[config.mk]
export PLATFORM = sky130hd
export DESIGN_NAME = alu_share_arbiter
export DESIGN_NICKNAME = d
export VERILOG_FILES = /design/src/rtl/alu_share_arbiter.sv
export SDC_FILE = /design/constraint.sdc
export NUM_CORES = 1
export LEC_CHECK = 0
export BUFFER_PORTS_ARGS = -buffer_cell sky130_fd_sc_hd__buf_2
export CORE_AREA = 2 2 102 144
export DETAILED_ROUTE_END_ITERATION = 7
export DIE_AREA = 0 0 104 146
export GPL_TIMING_DRIVEN = 0
export PLACE_DENSITY_LB_ADDON = 0.3
export SYNTH_ARGS = -nofsm -noshare
export SYNTH_HDL_FRONTEND = slang
export SYNTH_SLANG_ARGS = --single-unit
[constraint.sdc]
create_clock -name clk_i -period 3.4 [get_ports clk_i]
set_input_delay 0.68 -clock clk_i [delete_from_list [all_inputs] [get_ports clk_i]]
set_output_delay 0.68 -clock clk_i [all_outputs]
set_load 0.05 [all_outputs]
[src/rtl/alu_share_arbiter.sv]
// ---------------------------------------------------------------------------
// alu_share_arbiter
// Shares one 32-bit ALU between NUM_REQ clients of the multi-cycle core
// (PC increment, branch target, execute, ...). A round-robin arbiter accepts
// one request at a time, drives the ALU from registered operand flops, waits
// ALU_LAT cycles for the result to settle, then presents the registered
// result to the requester that owns the operation until it is accepted.
//
// Ports
//   clk_i         clock, all state changes on the rising edge
//   rst_i         synchronous active-high reset
//   req_valid_i   per-requester request valid
//   req_ready_o   one-hot grant (only in IDLE), handshake = valid & ready
//   req_sel_i     4-bit ALU op code per requester, slice i = requester i
//   req_op1_i     32-bit operand 1 per requester
//   req_op2_i     32-bit operand 2 per requester
//   rsp_valid_o   one-hot result valid towards the owning requester
//   rsp_ready_i   per-requester result accept (only the owner's bit counts)
//   rsp_result_o  registered ALU result, shared by all requesters
//   alu_sel_o     op code towards the ALU
//   alu_op1_o     operand 1 towards the ALU
//   alu_op2_o     operand 2 towards the ALU
//   alu_result_i  combinational result coming back from the ALU
// ---------------------------------------------------------------------------
module alu_share_arbiter #(
   parameter int NUM_REQ = 2,
   parameter int ALU_LAT = 1
) (
   input  logic                  clk_i,
   input  logic                  rst_i,
   input  logic [NUM_REQ-1:0]    req_valid_i,
   output logic [NUM_REQ-1:0]    req_ready_o,
   input  logic [4*NUM_REQ-1:0]  req_sel_i,
   input  logic [32*NUM_REQ-1:0] req_op1_i,
   input  logic [32*NUM_REQ-1:0] req_op2_i,
   output logic [NUM_REQ-1:0]    rsp_valid_o,
   input  logic [NUM_REQ-1:0]    rsp_ready_i,
   output logic [31:0]           rsp_result_o,
   output logic [3:0]            alu_sel_o,
   output logic [31:0]           alu_op1_o,
   output logic [31:0]           alu_op2_o,
   input  logic [31:0]           alu_result_i
);

   localparam int PTR_W = (NUM_REQ > 1) ? $clog2(NUM_REQ) : 1;
   localparam int CNT_W = (ALU_LAT > 1) ? $clog2(ALU_LAT) : 1;

   typedef enum logic [1:0] {
      IDLE = 2'd0,
      EXEC = 2'd1,
      RESP = 2'd2
   } state_e;

   state_e            state_q;
   logic [PTR_W-1:0]  ptr_q;
   logic [PTR_W-1:0]  owner_q;
   logic [CNT_W-1:0]  cnt_q;
   logic [3:0]        alu_sel_q;
   logic [31:0]       alu_op1_q;
   logic [31:0]       alu_op2_q;
   logic [31:0]       rsp_result_q;

   logic [PTR_W-1:0]  winner;
   logic [PTR_W-1:0]  ptr_d;
   logic              found;
   logic              grant;
   logic [3:0]        win_sel;
   logic [31:0]       win_op1;
   logic [31:0]       win_op2;

   // Round-robin search: the first valid requester at or after the pointer,
   // wrapping modulo NUM_REQ (works for non power-of-two counts too).
   always_comb begin
      int idx;
      winner = '0;
      found  = 1'b0;
      idx    = 0;
      for (int i = 0; i < NUM_REQ; i++) begin
         idx = (int'(ptr_q) + i) % NUM_REQ;
         if (!found && req_valid_i[idx[PTR_W-1:0]]) begin
            found  = 1'b1;
            winner = idx[PTR_W-1:0];
         end
      end
   end

   // Operand mux for the winning requester and the pointer that follows it.
   always_comb begin
      int w;
      w       = int'(winner);
      win_sel = req_sel_i[w*4 +: 4];
      win_op1 = req_op1_i[w*32 +: 32];
      win_op2 = req_op2_i[w*32 +: 32];
      if (winner == PTR_W'(NUM_REQ - 1)) begin
         ptr_d = '0;
      end else begin
         ptr_d = winner + 1'b1;
      end
   end

   // Grants are only offered in IDLE and never while reset is asserted, so
   // a request seen during reset cannot complete a handshake.
   assign grant       = (state_q == IDLE) && found && !rst_i;
   assign req_ready_o = grant ? (NUM_REQ'(1) << winner) : '0;

   // Response valid decodes purely from state so it never depends on
   // rsp_ready_i within the same cycle.
   assign rsp_valid_o = (state_q == RESP) ? (NUM_REQ'(1) << owner_q) : '0;

   assign rsp_result_o = rsp_result_q;
   assign alu_sel_o    = alu_sel_q;
   assign alu_op1_o    = alu_op1_q;
   assign alu_op2_o    = alu_op2_q;

   // Control FSM. The ALU operand flops only load on a grant, so they keep
   // their last values through EXEC, RESP and the following IDLE period.
   // The counter gives the ALU ALU_LAT cycles to settle before sampling.
   always_ff @(posedge clk_i) begin
      if (rst_i) begin
         state_q      <= IDLE;
         ptr_q        <= '0;
         owner_q      <= '0;
         cnt_q        <= '0;
         alu_sel_q    <= 4'd0;
         alu_op1_q    <= '0;
         alu_op2_q    <= '0;
         rsp_result_q <= '0;
      end else begin
         case (state_q)
            IDLE: begin
               if (grant) begin
                  alu_sel_q <= win_sel;
                  alu_op1_q <= win_op1;
                  alu_op2_q <= win_op2;
                  owner_q   <= winner;
                  ptr_q     <= ptr_d;
                  cnt_q     <= CNT_W'(ALU_LAT - 1);
                  state_q   <= EXEC;
               end
            end
            EXEC: begin
               if (cnt_q != '0) begin
                  cnt_q <= cnt_q - 1'b1;
               end else begin
                  rsp_result_q <= alu_result_i;
                  state_q      <= RESP;
               end
            end
            RESP: begin
               if (rsp_ready_i[owner_q]) begin
                  state_q <= IDLE;
               end
            end
            default: begin
               state_q <= IDLE;
            end
         endcase
      end
   end

endmodule

; Word level (Yosys, flattened, before mapping)
; Cells that the tools add are included.
[op_classes]
addsub = 3
n_lt_le_gt_ge = 3
eq_ne = 5
n_shift = 5
muxes = 20
n_bitwise = 1
n_reduce_logical = 11
[ops]
columns = operator, count
row1 = variable part select 64 x 7 -> 32 bit, 2
row2 = two-way mux 1 bit, 13
row3 = two-way mux 2 bit, 5
row4 = variable part select 8 x 4 -> 4 bit, 1
row5 = < comparator 1 x 2 -> 1 bit (second input constant), 3
row6 = one-hot mux 2 bit (3 select lines), 1
row7 = AND reduction 2 bit, 3
row8 = inequality test 2 bit (second input constant), 2
row9 = left shift 1 x 1 -> 2 bit (first input constant), 2
row10 = logical AND 1 bit, 3
row11 = AND reduction 3 bit, 1
row12 = adder 1 bit (second input constant), 2
row13 = equality test 2 x 1 -> 1 bit (second input constant), 1
row14 = equality test 2 bit (second input constant), 1
row15 = logical NOT 1 bit, 2
row16 = logical NOT 2 bit, 1
row17 = inequality test 2 x 1 -> 1 bit (second input constant), 1
row18 = one-hot mux 1 bit (2 select lines), 1
row19 = nonzero test 2 bit, 1
row20 = NOT 1 bit, 1
row21 = subtractor 1 bit (second input constant), 1
[word_totals]
regBits = 105
in_bits = 174
output_inout_bits = 104
elab_cells = 56

; Depth between registers and ports, before layout
[logic_depth]
word_depth = 10
depth_mapped = 7

; Least setup slack after synthesis
; No wires, ideal clock.
[synth_path]
kind = input to output
from = in rst_i
to = out req_ready_o[0]
t_arrival_ns = 1.732
slack_ns = 0.988
stages = 5
n_path_buf = 3
path_cell_list = buf_2 > nor3_2 > buf_2 > buf_6 > and2_1
[synth_via]
elab_chain_cells = 3
[synth_rtl]
columns = element, line
row1 = start: declaration, 30  ; input logic rst_i,
row2 = logical NOT 1 bit, 103  ; assign grant = (state_q == IDLE) && found && !rst_i;
row3 = logical AND 1 bit, 103
row4 = two-way mux 2 bit, 104  ; assign req_ready_o = grant ? (NUM_REQ'(1) << winner) : '0;
row5 = end: declaration, 32  ; output logic [NUM_REQ-1:0] req_ready_o,
; Every way passes these cells.

; Worst setup path after layout
; Ends and elaborated chain as after synthesis.

==> metrics.txt <==
# TYPE chip_impl_metric gauge
chip_impl_info{name="outcome",value="finished clean"} 1
chip_impl_metric{name="die_y",unit="µm"} 146
chip_impl_info{name="netlist.top_cell.by_area",value="sky130_fd_sc_hd__dfxtp_1"} 1
chip_impl_metric{name="cts-hold-fix-buffers",unit=""} 0
chip_impl_metric{name="via_per_inst",unit=""} 5.033
chip_impl_metric{name="async_flop_share",unit="%"} 0
chip_impl_metric{name="layout.filler_cells",unit=""} 1429
chip_impl_metric{name="grtUsageMet1",unit="%"} 21.79
chip_impl_metric{name="maxCapViolCount",unit=""} 0
chip_impl_info{name="cts_tree",value="yes"} 1
chip_impl_metric{name="core-area",unit="µm²"} 13780
chip_impl_info{name="path_class",value="in -> out"} 1
chip_impl_metric{name="vias_in_the_first_global_route",unit=""} 4559
chip_impl_metric{name="report.final.slew_viol_count",unit=""} 0
chip_impl_metric{name="grt_util_met3",unit="%"} 3.807
chip_impl_metric{name="met2_routing_resource_usage_after_global_routing",unit="%"} 33.62
chip_impl_metric{name="antenna-diode-count",unit=""} 0
chip_impl_metric{name="grt_first_pass_wirelength",unit="µm"} 23120
chip_impl_metric{name="routedWlPerCell",unit="µm"} 16.33
chip_impl_metric{name="design.final.nets",unit=""} 896
chip_impl_metric{name="grt_antenna_before_repair",unit=""} 0
chip_impl_metric{name="worstMarginPinSlew",unit="ps"} 483.0
chip_impl_info{name="worstSetupEndpointType",value="output pin"} 1
chip_impl_metric{name="gpl.final_weighted_congestion",unit=""} 0.8644
chip_impl_metric{name="worst-endpoint-required",unit="ps"} 2720
chip_impl_metric{name="period_minus_slack",unit="ps"} 2739
chip_impl_metric{name="hpwlAfterDp",unit="µm"} 11620
chip_impl_metric{name="route.vias.total",unit=""} 4590
chip_impl_metric{name="timing.clock.skew",unit="ps"} 9.372
chip_impl_info{name="grt_max_usage_layer",value="met2"} 1
chip_impl_metric{name="yosys_warnings",unit=""} 0
chip_impl_info{name="setup_repair_after_global_routing_missed_its_margin",value="no"} 1
chip_impl_metric{name="synth.lib_cells_used.distinct",unit=""} 28
chip_impl_metric{name="final-setup-viol-count",unit=""} 0
chip_impl_metric{name="finalHoldWorstSlack",unit="ps"} 455.2
chip_impl_info{name="yosys-top-cells-count",value="104 x sky130_fd_sc_hd__dfxtp_1, 64 x sky130_fd_sc_hd__nand2_1, 54 x sky130_fd_sc_hd__and3_1"} 1
chip_impl_metric{name="x_dimension_of_the_die",unit="µm"} 104
chip_impl_info{name="holdCritPathClass",value="reg -> reg"} 1
chip_impl_info{name="critical_path.startpoint_type",value="input port"} 1
chip_impl_metric{name="grt_util_all_layers",unit="%"} 18.64
chip_impl_info{name="synth.area.top_cells",value="sky130_fd_sc_hd__dfxtp_1 51%, sky130_fd_sc_hd__a221o_1 13%, sky130_fd_sc_hd__and3_1 8.2%"} 1
chip_impl_info{name="synth_most_common_cell",value="sky130_fd_sc_hd__dfxtp_1"} 1
chip_impl_metric{name="cts_repair_resize_count",unit=""} 0
chip_impl_metric{name="accumulated_negative_setup_slack",unit="ps"} 0
chip_impl_metric{name="synthesis.nets",unit=""} 610
chip_impl_metric{name="worst_skew_pair.late_latency",unit="ps"} 340
chip_impl_metric{name="pin_count_of_the_biggest_net_entering_global_routing",unit=""} 18
chip_impl_info{name="synth_top_flop_cell",value="sky130_fd_sc_hd__dfxtp_1"} 1
chip_impl_metric{name="drt_pre_antenna_iters",unit=""} 5
chip_impl_metric{name="synthesis.instances",unit=""} 436
chip_impl_metric{name="power_density",unit="nW/µm²"} 558.6
chip_impl_metric{name="global_route.overflow_total",unit=""} 0
chip_impl_metric{name="drc",unit=""} 0
chip_impl_metric{name="cts_buffer_depth",unit=""} 2
chip_impl_metric{name="cts_inserted_buffers",unit=""} 9
chip_impl_metric{name="netlist_area_before_placement",unit="µm²"} 4098
chip_impl_metric{name="drive_above_1_share",unit="%"} 43.60
chip_impl_metric{name="initial_util",unit="%"} 29.73
chip_impl_info{name="cts_root_buffer",value="sky130_fd_sc_hd__clkbuf_16"} 1
chip_impl_metric{name="cts_post_setup_buffers_inserted",unit=""} 0
chip_impl_metric{name="critical_path_arrival",unit="ps"} 2060
chip_impl_metric{name="fraction_of_post_synthesis_cell_area_in_the_top_cell_type_by_area",unit="%"} 50.81
chip_impl_metric{name="wl",unit="µm"} 14890
chip_impl_metric{name="slew_headroom",unit="%"} 67.80
chip_impl_metric{name="h-tree-depth",unit=""} 3
chip_impl_metric{name="clock_sinks",unit=""} 104
chip_impl_metric{name="numPortBuffers",unit=""} 275
chip_impl_metric{name="total_leakage_power",unit="nW"} 3.054
chip_impl_metric{name="syn_to_final_growth",unit="%"} 46.60
chip_impl_metric{name="synth_seq_cells",unit=""} 104
chip_impl_metric{name="route.antenna.remaining_nets",unit=""} 0
chip_impl_metric{name="syn_avg_cell_area",unit="µm²"} 9.398
chip_impl_metric{name="synth-edff-count",unit=""} 0
chip_impl_metric{name="num_rows",unit=""} 51
chip_impl_metric{name="floorplan_die_area",unit="µm²"} 15180
chip_impl_metric{name="timing.final.crit_share",unit="%"} 80.56
chip_impl_metric{name="max_clock_freq",unit="MHz"} 365.1
chip_impl_metric{name="detail_route.iter0.violations",unit=""} 242
chip_impl_metric{name="finalHoldViolCount",unit=""} 0
chip_impl_metric{name="synth.yosys.seq_area_share",unit="%"} 50.81
chip_impl_metric{name="critical_path_peak_fanout",unit=""} 10
chip_impl_metric{name="num_io_pins",unit=""} 278
chip_impl_metric{name="worst_setup_hold_path_clk_slew",unit="ps"} 60
chip_impl_metric{name="power.ir.vdd_worst",unit="mV"} 0.2748
[path summary, 6_finish.rpt]
kind	start	end	slack [ps]	depth (start not counted)
worst max-delay path	rst_i	req_ready_o[0]	660	6
worst min-delay path	rsp_result_o[2]	rsp_result_o[2]	460	2
worst max register to register	state_q[1]	alu_op1_o[25]	1590	5
worst min register to register	rsp_result_o[2]	rsp_result_o[2]	460	2
[critical path, cell delays in order]
cell and delay [ps]:
sky130_fd_sc_hd__buf_2 170, sky130_fd_sc_hd__nor3_2 280, sky130_fd_sc_hd__buf_2 310, sky130_fd_sc_hd__buf_6 170, sky130_fd_sc_hd__and2_1 170, sky130_fd_sc_hd__buf_2 270
[layout make-up]
type                            count  area [µm²]  share of cell area, %
Tap cell                          185       231.5                  3.853
Buffer                             48       270.3                  4.499
Timing Repair Buffer              275        1376                  22.91
Sequential cell                   104        2082                  34.66
Clock inverter                      4       35.03                 0.5832
Clock buffer                       12       266.5                  4.437
Multi-Input combinational cell    284        1745                  29.06
[metal layers]
| layer | wire, µm | vias up | part of all wire [%] |
|---|---|---|---|
| li1 | - | 2200 | - |
| met1 | 5837 | 2155 | 39 |
| met2 | 7798 | 215 | 52 |
| met3 | 946 | 20 | 6.4 |
| met4 | 306 | 0 | 2.1 |
| met5 | 0 | - | 0 |
[logic make-up (layout without fill, tap and decap cells)]
logic type             after synthesis  count (layout)  share of synthesized area, %
AND/OR/NAND/NOR                    163             163                         20.52
AO/OA/AOI/OAI                      120             120                         21.83
flip-flops                         104             104                         50.81
buffers and inverters               48             339                         6.595
multiplexers                         1               1                        0.2443
[sequential cells by signal, summed over array words and instances, names as in the netlist]
register      flops
alu_op2_o        32
rsp_result_o     32
ptr_q             1
owner_q           1
alu_op1_o        32
alu_sel_o         4
state_q           2
[power breakdown]
part	switching, mW	internal [mW]	leakage, nW
clock	0.467	0.566	0.150
combinational	0.649	0.279	2.05
sequential	0.0646	1.33	0.854
total	1.18	2.17	3.05
[layout by cell type, fill, tap and decap left out, drive strengths merged, types with 2 or more instances in the layout]
cell and instances:
a21oi 36, clkinv 2, and3 54, nor2 2
buf 299, o21ai 15, clkbuf 36, nand4 15
nand2b 2, inv 2, a221o 53, a31oi 15
nand3 15, nor3 4, or2 2, dfxtp 104
nand2 64
[per-stage QoR]
step                      std cells  utilization [%]  setup WS (ps)  total power [mW]  area [µm²]
final                           912            43.58          661.1             3.356        6007
after global routing            912            43.58          464.4             3.517        6007
after CTS                       912            43.58          571.7             3.393        6007
after detailed placement        896            41.39          580.1             2.352        5705
after global placement          896            41.39          592.0             2.337        5705
after floorplan                 436                -          987.6             2.052        4098
No activity file was read; power rests on OpenSTA's default activity.
